### config.mk
export PLATFORM = sky130hd
export DESIGN_NAME = dac_spi_tx
export DESIGN_NICKNAME = d
export VERILOG_FILES = /design/src/rtl/dac_spi_tx.sv
export SDC_FILE = /design/constraint.sdc
export NUM_CORES = 1
export LEC_CHECK = 0
export BUFFER_PORTS_ARGS = -buffer_cell sky130_fd_sc_hd__buf_2
export CORE_AREA = 2 2 75 77
export DETAILED_ROUTE_END_ITERATION = 6
export DIE_AREA = 0 0 77 79
export PLACE_DENSITY = 0.77
export RECOVER_POWER = 100
export SKIP_LAST_GASP = 1
export SLEW_MARGIN = 25
export SYNTH_ARGS = -nofsm -noshare
export SYNTH_HDL_FRONTEND = slang
export SYNTH_SLANG_ARGS = --single-unit
### constraint.sdc
create_clock -name clk -period 2.1 [get_ports clk]
set_input_delay 0.105 -clock clk [delete_from_list [all_inputs] [get_ports clk]]
set_output_delay 0.105 -clock clk [all_outputs]
set_load 0.02 [all_outputs]
### src/rtl/dac_spi_tx.sv
`default_nettype none
// ============================================================================
// Module   : dac_spi_tx
// Purpose  : Serialises x/y sample pairs into two 16-bit DAC frames
//            (channel A = x, channel B = y). Each frame is MSB first, with
//            cs_pin active-low, clk_pin idle-low and data_pin changing only
//            while clk_pin falls.
// Ports    : clk      - system clock, all state on the rising edge
//            reset    - asynchronous active-low reset
//            x, y     - 12-bit channel A / channel B samples
//            valid    - x/y pair offered this cycle
//            ready    - block idle, a pair is accepted when valid=1
//            cs_pin   - DAC chip select (active-low)
//            clk_pin  - DAC serial clock (idle low)
//            data_pin - DAC serial data
//            ldac_pin - DAC latch strobe, active-low (DAC_LDAC_EN only)
// Options  : define DAC_LDAC_EN to add ldac_pin and the LDAC_LO/LDAC_HI
//            states that latch both channels together after frame B.
// Revision : 1.0 - initial release
// ============================================================================
module dac_spi_tx #(
    parameter int unsigned CLK_DIV  = 2,     // clk cycles per dclk half-period
    parameter logic        GAIN_1X  = 1'b1,  // frame bit 13 (GA_n)
    parameter logic        VREF_BUF = 1'b0   // frame bit 14 (BUF)
) (
    input  logic        clk,
    input  logic        reset,
    input  logic [11:0] x,
    input  logic [11:0] y,
    input  logic        valid,
    output logic        ready,
    output logic        cs_pin,
    output logic        clk_pin,
`ifdef DAC_LDAC_EN
    output logic        ldac_pin,
`endif
    output logic        data_pin
);

    typedef enum logic [2:0] {
        IDLE    = 3'd0,
        FRAME_A = 3'd1,
        GAP_A   = 3'd2,
        FRAME_B = 3'd3,
        GAP_B   = 3'd4
`ifdef DAC_LDAC_EN
        ,
        LDAC_LO = 3'd5,
        LDAC_HI = 3'd6
`endif
    } state_t;

    localparam logic [7:0] TICK_LAST = 8'(CLK_DIV - 1);
    localparam logic [5:0] HALF_LAST = 6'd32;

    state_t      state_q, state_d;
    logic [7:0]  tick_q, tick_d;
    logic [5:0]  half_q, half_d;
    logic [15:0] shift_q, shift_d;
    logic [11:0] y_q, y_d;
    logic        ready_q, ready_d;
    logic        cs_pin_q, cs_pin_d;
    logic        clk_pin_q, clk_pin_d;
    logic        data_pin_q, data_pin_d;
`ifdef DAC_LDAC_EN
    logic        ldac_pin_q, ldac_pin_d;
`endif
    logic        accept;
    logic        tick_end;
    logic        in_frame;

    function automatic logic [15:0] frame_word(input logic chan, input logic [11:0] sample);
        return {chan, VREF_BUF, GAIN_1X, 1'b1, sample};
    endfunction

    // Next-state, counters and shift register
    always_comb begin
        state_d  = state_q;
        tick_d   = tick_q;
        half_d   = half_q;
        shift_d  = shift_q;
        y_d      = y_q;
        accept   = valid && ready_q;
        tick_end = (tick_q == TICK_LAST);

        if (state_q == IDLE) begin
            tick_d = 8'd0;
            if (accept) begin
                state_d = FRAME_A;
                half_d  = 6'd0;
                shift_d = frame_word(1'b0, x);
                y_d     = y;
            end
        end else begin
            tick_d = tick_end ? 8'd0 : tick_q + 8'd1;
            if (tick_end) begin
                case (state_q)
                    FRAME_A, FRAME_B: begin
                        if (half_q == HALF_LAST) begin
                            half_d  = 6'd0;
                            state_d = (state_q == FRAME_A) ? GAP_A : GAP_B;
                        end else begin
                            half_d = half_q + 6'd1;
                            // Odd halves have clk_pin high; the next bit is
                            // presented as clk_pin falls.
                            if (half_q[0]) begin
                                shift_d = {shift_q[14:0], 1'b0};
                            end
                        end
                    end
                    GAP_A: begin
                        state_d = FRAME_B;
                        shift_d = frame_word(1'b1, y_q);
                    end
`ifdef DAC_LDAC_EN
                    GAP_B:   state_d = LDAC_LO;
                    LDAC_LO: state_d = LDAC_HI;
                    LDAC_HI: state_d = IDLE;
`else
                    GAP_B:   state_d = IDLE;
`endif
                    default: state_d = IDLE;
                endcase
            end
        end
    end

    // Pins are registered from the current state, so they trail the state
    // register by one clk: cs_pin falls one cycle after the accept edge, and
    // ready returns one cycle after the state machine reaches IDLE.
    always_comb begin
        in_frame   = (state_q == FRAME_A) || (state_q == FRAME_B);
        ready_d    = (state_q == IDLE) && !accept;
        cs_pin_d   = !in_frame;
        clk_pin_d  = in_frame && half_q[0];
        data_pin_d = in_frame && shift_q[15];
`ifdef DAC_LDAC_EN
        ldac_pin_d = (state_q != LDAC_LO);
`endif
    end

    always_ff @(posedge clk or negedge reset) begin
        if (!reset) begin
            state_q    <= IDLE;
            tick_q     <= 8'd0;
            half_q     <= 6'd0;
            shift_q    <= 16'd0;
            y_q        <= 12'd0;
            ready_q    <= 1'b1;
            cs_pin_q   <= 1'b1;
            clk_pin_q  <= 1'b0;
            data_pin_q <= 1'b0;
`ifdef DAC_LDAC_EN
            ldac_pin_q <= 1'b1;
`endif
        end else begin
            state_q    <= state_d;
            tick_q     <= tick_d;
            half_q     <= half_d;
            shift_q    <= shift_d;
            y_q        <= y_d;
            ready_q    <= ready_d;
            cs_pin_q   <= cs_pin_d;
            clk_pin_q  <= clk_pin_d;
            data_pin_q <= data_pin_d;
`ifdef DAC_LDAC_EN
            ldac_pin_q <= ldac_pin_d;
`endif
        end
    end

    assign ready    = ready_q;
    assign cs_pin   = cs_pin_q;
    assign clk_pin  = clk_pin_q;
    assign data_pin = data_pin_q;
`ifdef DAC_LDAC_EN
    assign ldac_pin = ldac_pin_q;
`endif

endmodule
`default_nettype wire

==> summary.md, run 1 <==
| Metric | Value |
|---|---|
| PD cells | `590 nW/um^2` |
| Share of flip-flops with an asynchronous set or reset | `1.00` |
| Core Box Area | `5340 sq um` |
| NumNets Final | `278` |
| Final Util | `0.519` |
| RSZ-0062 raised after global routing | `false` |
| Register bit total from synthesis | `49` |
| Actual slew at the worst max-slew pin | `0.896 ns` |
| CTS max path bufs | `2` |
| Routed length per instance | `13.7 um` |
| Top_reg_cell synth | `dfrtp_1` |
| Chip Width | `77 um` |
| CTS Root Cell | `clkbuf_8` |
| Vias in the first global route | `1767` |
| P_sw | `320 uW` |
| Hold crit path type | `in2reg` |
| Fin Setup TNS | `0 ns` |
| Mapped Nets | `243` |
| Net Sw Frac | `0.196` |
| Critical path's largest stage delay | `0.48 ns` |
| Post-layout power | `1.63 mW` |
| Crit-path cells | `buf_4 > nor3_1 > nand3_4 > a21oi_4 > buf_12 > mux2_1` |
| Die height | `79 um` |
| Mapped Area | `2460 sq um` |
| CTS Sinks | `49` |
| Worst path arrival time | `2.20 ns` |
| Critical Path Start Type | `flip-flop` |
| Crit share post-route | `0.961` |
| Minimum clock period | `2.02 ns` |
| CTS tree | `yes` |
| Register clock-pin slew on the reported worst setup and hold paths | `0.09 ns` |
| Post-synthesis sequential area ratio | `0.500` |
| Critical Path RT | `2.28 ns` |
| Netlist cell types | `41` |
| Sequential power share | `0.578` |
| Total Wirelength | `4360 um` |
| Placer Congestion | `0.829` |
| Outcome | `finished clean` |
| Row count | `27` |
| Synth Warn # | `0` |
| Final Max Slew Viols | `0` |
| Worst clock skew | `0.00749 ns` |
| GRT overflow | `0` |
| Peak supply drop | `340 uV` |
| Drc violations | `0` |
| Max Cap Violations | `0` |
| Pin count of the biggest net entering global routing | `34` |
| Clock share of power | `0.390` |
| Flop2flop setup slack | `0.08 ns` |
| Critical path buffers and inverters | `2` |
| Cell count after synthesis | `212` |
| Layout area overhead | `12.6%` |
| Post-Syn Area per Cell | `11.6 sq um` |
| Max Freq | `0.496 GHz` |
| I/O Buffers | `30` |
| Crit Path Category | `reg2reg` |
| P_int | `1.31 mW` |
| Clk_lat worst skew | `0.30 ns` |
| Initial Utilization | `0.460` |
| DR pass1 iterations | `4` |
| GRT Overall Usage | `0.160` |
| Post-CTS Setup Inserts | `0` |
| Max transition margin | `0.402` |
| LEAKAGE | `1.35 nW` |
| Setup violations, final | `0` |
| Most frequent cells in the layout | `dfrtp_1 (47), buf_2 (26), nand2_1 (19)` |
| Vias | `1649` |
| Worst setup EP type | `flip-flop` |
| Delay-heaviest family, CP | `simple AND/OR/NAND/NOR gates` |
| Number of CTS-inserted buffers | `5` |
| Share of layout cells above drive strength 1 | `0.271` |
| Io pins | `31` |
| Final HPWL from detailed placement | `3050 um` |
| Slowest stage cell on the critical path | `dfrtp_1` |
| First-pass GRT wire length | `7760 um` |
| Most common cell after layout, fill and taps aside | `dfrtp_1` |
| Final ANT Viol Nets | `0` |
| Comb pwr share | `0.032` |
| Post-synth EDFFs | `0` |
| Initial antenna violation count | `0` |
| Hold Fails Final Rpt | `0` |
| Initial DRC Count | `86` |
| Inserted Diodes | `0` |
| Die Footprint | `6080 sq um` |
| H-tree depth | `2` |
| Worst-path fanout max | `16` |
| Vias/cell | `5.17` |
-- state kept, by name, summed over array words and instances, names as in the netlist --
name and cells:
ready 1, clk_pin 1, cs_pin 1, y_q 12, shift_q 16, tick_q 8, state_q 3, data_pin 1
half_q 6
-- through the flow --
stage	instance area, sq um	hold slack (ns)	worst slack, ns	instances
final	2770	0.0351	0.0819	319
after global routing	2770	0.0267	0.0307	319
after CTS	2820	0.0328	0.0969	319
after detailed placement	2690	0.0444	0.109	310
after global placement	2690	0.0420	0.178	310
after floorplan	2460	-0.191	0.163	212
-- routing by layer --
metal / vias up / routed length [um] / track usage
met2: 29 / 2160 / 0.271
met3: 10 / 150 / 0.0398
li1: 811 / - / -
met4: 0 / 72 / 0.0589
met1: 799 / 1980 / 0.201
met5: - / 0 / 0
-- cells by family (layout without fill, tap and decap cells) --
family | count (synthesis) | in the layout | share of synthesized area
xor+xnor | 6 | 6 | 0.0214
flops | 49 | 49 | 0.500
buf+inv | 18 | 53 | 0.0372
mux | 39 | 39 | 0.184
compound gates | 30 | 30 | 0.0779
fa+ha+maj | 4 | 4 | 0.0204
simple gates | 66 | 66 | 0.159
-- path summary, 6_finish.rpt --
check                           depth (start not counted)           to         from
max in group asynchronous                               3    half_q[4]        reset
worst max register to register                          6   shift_q[0]   state_q[0]
worst max-delay path                                    6   shift_q[0]   state_q[0]
worst min register to register                          1  shift_q[13]  shift_q[13]
min in group asynchronous                               2       y_q[7]        reset
worst min-delay path                                    2       y_q[8]         y[8]
-- what timing repair did --
action                                  CTS  global route
hold buffers                              2             0
endpoints found under the hold margin    17             0
endpoints found under the setup margin    0             5
resized for setup                         0             1
-- area by class of cell --
cell class | instances | area [sq um]
Fill cell | 500 | 2570
Sequential cell | 49 | 1230
Multi-Input combinational cell | 145 | 1100
Timing Repair Buffer | 38 | 219
Tap cell | 72 | 90.1
Clock buffer | 5 | 68.8
Clock inverter | 2 | 35.0
Inverter | 8 | 30.0
-- cells in the mapped netlist, types with 2 or more instances --
library cell	instances	area (sq um)
dfstp_2	2	52.6
nand4_1	2	12.5
a21oi_1	2	10.0
inv_1	8	30.0
xor2_1	4	35.0
clkbuf_1	2	7.51
o22ai_1	2	12.5
o21ai_0	14	70.1
dfrtp_1	47	1180
and3_1	5	31.3
nand2_1	19	71.3
or3_1	2	12.5
mux2_4	8	120
or2_2	2	12.5
a31oi_1	4	25.0
nand3_4	2	35.0
xnor2_1	2	17.5
nand3_1	9	45.0
mux2_2	18	203
a21o_1	2	15.0
mux2i_1	13	130
buf_2	6	30.0
nor2_1	11	41.3
nand2b_1	4	25.0
ha_1	4	50.1
o31ai_1	2	15.0
nor3b_1	2	15.0
-- power by group through the flow --
stage | clock (mW) | sequential (mW) | combinational, mW
CTS | 0.657 | 0.944 | 0.0568
finish | 0.637 | 0.944 | 0.0524
floorplan | 0 | 0.963 | 0.00794
detailed placement | 0 | 0.963 | 0.0539
global route | 0.703 | 0.945 | 0.0617
global placement | 0 | 0.963 | 0.0537
(Power assumes the default switching activity.)
==> inputs of run 2 (changes only) <==
--- a/config.mk
+++ b/config.mk
@@ -6,9 +6,9 @@
 export NUM_CORES = 1
 export LEC_CHECK = 0
 export BUFFER_PORTS_ARGS = -buffer_cell sky130_fd_sc_hd__buf_2
-export CORE_AREA = 2 2 75 77
+export CORE_AREA = 2 2 67 85
 export DETAILED_ROUTE_END_ITERATION = 6
-export DIE_AREA = 0 0 77 79
+export DIE_AREA = 0 0 69 87
 export PLACE_DENSITY = 0.77
 export RECOVER_POWER = 100
 export SKIP_LAST_GASP = 1
==> run 2 against run 1 <==
Flip-flop and latch count stayed put; first-iteration DRC count is 45% higher; clock skew is 0.0010 ns higher; worst setup slack worse by 0.024 ns; core utilization is 2.4 points higher; worst hold slack worse by 0.0046 ns; combinational power is 2% higher; largest cell class unchanged.
==> summary.md, run 2 (synthesis results as in run 1) <==
| Metric | Value |
|---|---|
| Die Footprint | `6000 sq um (-1.3%)` |
| Critical path's largest stage delay | `0.42 ns (-0.06 ns)` |
| Fillcell total | `462 (-7.6%)` |
| CTS tree | `yes` |
| Crit-path cells | `inv_2 > ha_1 > nor3b_4 > a221o_1 > a21oi_4 > clkbuf_16 > mux2_4` |
| Worst clock skew | `0.00854 ns (+0.00105 ns)` |
| Clk_lat worst skew | `0.30 ns (about the same)` |
| Routed length per instance | `15.0 um (+10%)` |
| Most common cell after layout, fill and taps aside | `dfrtp_1` |
| Vias in the first global route | `1788 (+1.2%)` |
| HP Start | `y[11]` |
| Row count | `30 (+11%)` |
| Worst path arrival time | `2.23 ns (+0.03 ns)` |
| Pin count of the biggest net entering global routing | `46 (+35%)` |
| Max transition margin | `0.274 (-0.128)` |
| Slowest stage cell on the critical path | `dfrtp_1` |
| Hold crit path type | `in2reg` |
| Most frequent cells in the layout | `dfrtp_1 (47), buf_2 (25), nand2_1 (19)` |
| Share of layout cells above drive strength 1 | `0.325 (+0.0541)` |
| Final Max Slew Viols | `0 (unchanged)` |
| Placer Congestion | `0.796 (-3.9%)` |
| Critical Path RT | `2.29 ns (about the same)` |
| Initial Utilization | `0.468 (+0.00723)` |
| Worst setup EP type | `flip-flop` |
| First-pass GRT wire length | `8090 um (+4.2%)` |
| NumNets Final | `283 (+1.8%)` |
| GRT Overall Usage | `0.168 (+0.00748)` |
| Actual slew at the worst max-slew pin | `1.09 ns (+0.193 ns)` |
| Max reg flops | `16 (unchanged)` |
| DR pass1 iterations | `4 (unchanged)` |
| Placed instance count | `303 (-2.3%)` |
| Crit path launch | `half_q[0]` |
| Io pins | `31 (unchanged)` |
| Setup violations, final | `0 (unchanged)` |
| H-tree depth | `2 (unchanged)` |
| Vias/cell | `5.44 (+5.2%)` |
| Inserted Diodes | `0 (unchanged)` |
| CTS max path bufs | `2 (unchanged)` |
| Core Box Area | `5260 sq um (-1.5%)` |
| Die height | `87 um (+10%)` |
| PD cells | `577 nW/um^2 (-2.2%)` |
| Critical Path Start Type | `flip-flop` |
| Crit Path Category | `reg2reg` |
| Outcome | `finished clean` |
| Number of CTS-inserted buffers | `5 (unchanged)` |
| Max Cap Violations | `0 (unchanged)` |
| Hold Fails Final Rpt | `0 (unchanged)` |
| Chip Width | `69 um (-10%)` |
| Final ANT Viol Nets | `0 (unchanged)` |
| Initial antenna violation count | `0 (unchanged)` |
| Minimum clock period | `2.04 ns (+0.0241 ns)` |
| Reg2reg start | `half_q[0]` |
| Drc violations | `0 (unchanged)` |
| Crit share post-route | `0.972 (+0.0115)` |
| Final HPWL from detailed placement | `3150 um (+3.3%)` |
| Register clock-pin slew on the reported worst setup and hold paths | `0.09 ns (about the same)` |
| LEAKAGE | `1.41 nW (+4.7%)` |
| Max Freq | `0.490 GHz (-1.2%)` |
| Top reg by flops | `shift_q` |
| Fin cells | `316 (-0.94%)` |
| Post-layout power | `1.65 mW (+0.70%)` |
| CTS Sinks | `49 (unchanged)` |
| Worst-path fanout max | `7 (-9)` |
| Initial DRC Count | `125 (+45%)` |
| I/O Buffers | `30 (unchanged)` |
| GRT overflow | `0 (unchanged)` |
| Peak supply drop | `357 uV (+5.0%)` |
| Vias | `1719 (+4.2%)` |
| Layout area overhead | `16.0%` |
| Biggest regs | `shift_q: 16 flops, y_q: 12 flops, tick_q: 8 flops` |
| Fin Setup TNS | `0 ns (unchanged)` |
| Total Wirelength | `4750 um (+9.0%)` |
| CTS Root Cell | `clkbuf_8` |
## run 2: cell type report
cell class | count | area [sq um] | share of cell area
clock inverters | 2 | 35.0 | 0.0123
well taps | 64 | 80.1 | 0.0281
multi-input cells | 145 | 1140 | 0.399
clock buffers | 5 | 68.8 | 0.0241
flip-flops and latches | 49 | 1230 | 0.431
inverters | 8 | 30.0 | 0.0105
repair buffers | 43 | 272 | 0.0953
## run 2: worst paths after layout
| kind | end | slack (ns) | cells past startpoint |
|---|---|---|---|
| min reg2reg | data_pin | 0.50 | 2 |
| min | y_q[11] | 0.03 | 2 |
| max | shift_q[1] | 0.06 | 7 |
| min in group asynchronous | y_q[8] | 0.17 | 2 |
| max reg2reg | shift_q[1] | 0.06 | 7 |
| max in group asynchronous | half_q[1] | 0.59 | 3 |
## run 2: metrics by stage
step                      setup slack, ns   util  hold WS (ns)  area (sq um)
after global placement              0.137  0.515       -0.0629          2700
after detailed placement           0.0722  0.515       -0.0625          2700
after floorplan                     0.163      -        -0.191          2460
final                              0.0578  0.542        0.0305          2850
after global routing             -0.00289  0.542        0.0224          2850
after CTS                          0.0717  0.538        0.0296          2830
## run 2: worst max-delay path: cells and delay by family, from the launching register on
family | cells | cell delay (ns)
compound gates | 2 | 0.61
fa+ha+maj | 1 | 0.19
buf+inv | 2 | 0.27
flops | 1 | 0.42
mux | 1 | 0.30
simple gates | 1 | 0.16
## run 2: power by group
part	total, mW	switching (mW)	internal (mW)
Clock	0.648	0.301	0.346
Sequential	0.944	0.000479	0.944
Combinational	0.0532	0.0282	0.0250
Total	1.65	0.330	1.32
## run 2: timing repair
action	4_1_cts	5_1_grt
hold endpoints to repair	48	0
hold buffers	2	0
setup buffers	0	3
resized for setup	0	3
endpoints found under the setup margin	0	13
## run 2: routing by layer
layer	up-vias	routed length (um)	global-route usage
met2	30	2720	0.327
li1	819	-	-
met1	864	1850	0.181
met4	0	57	0.0535
met3	6	122	0.0336
met5	-	0	0
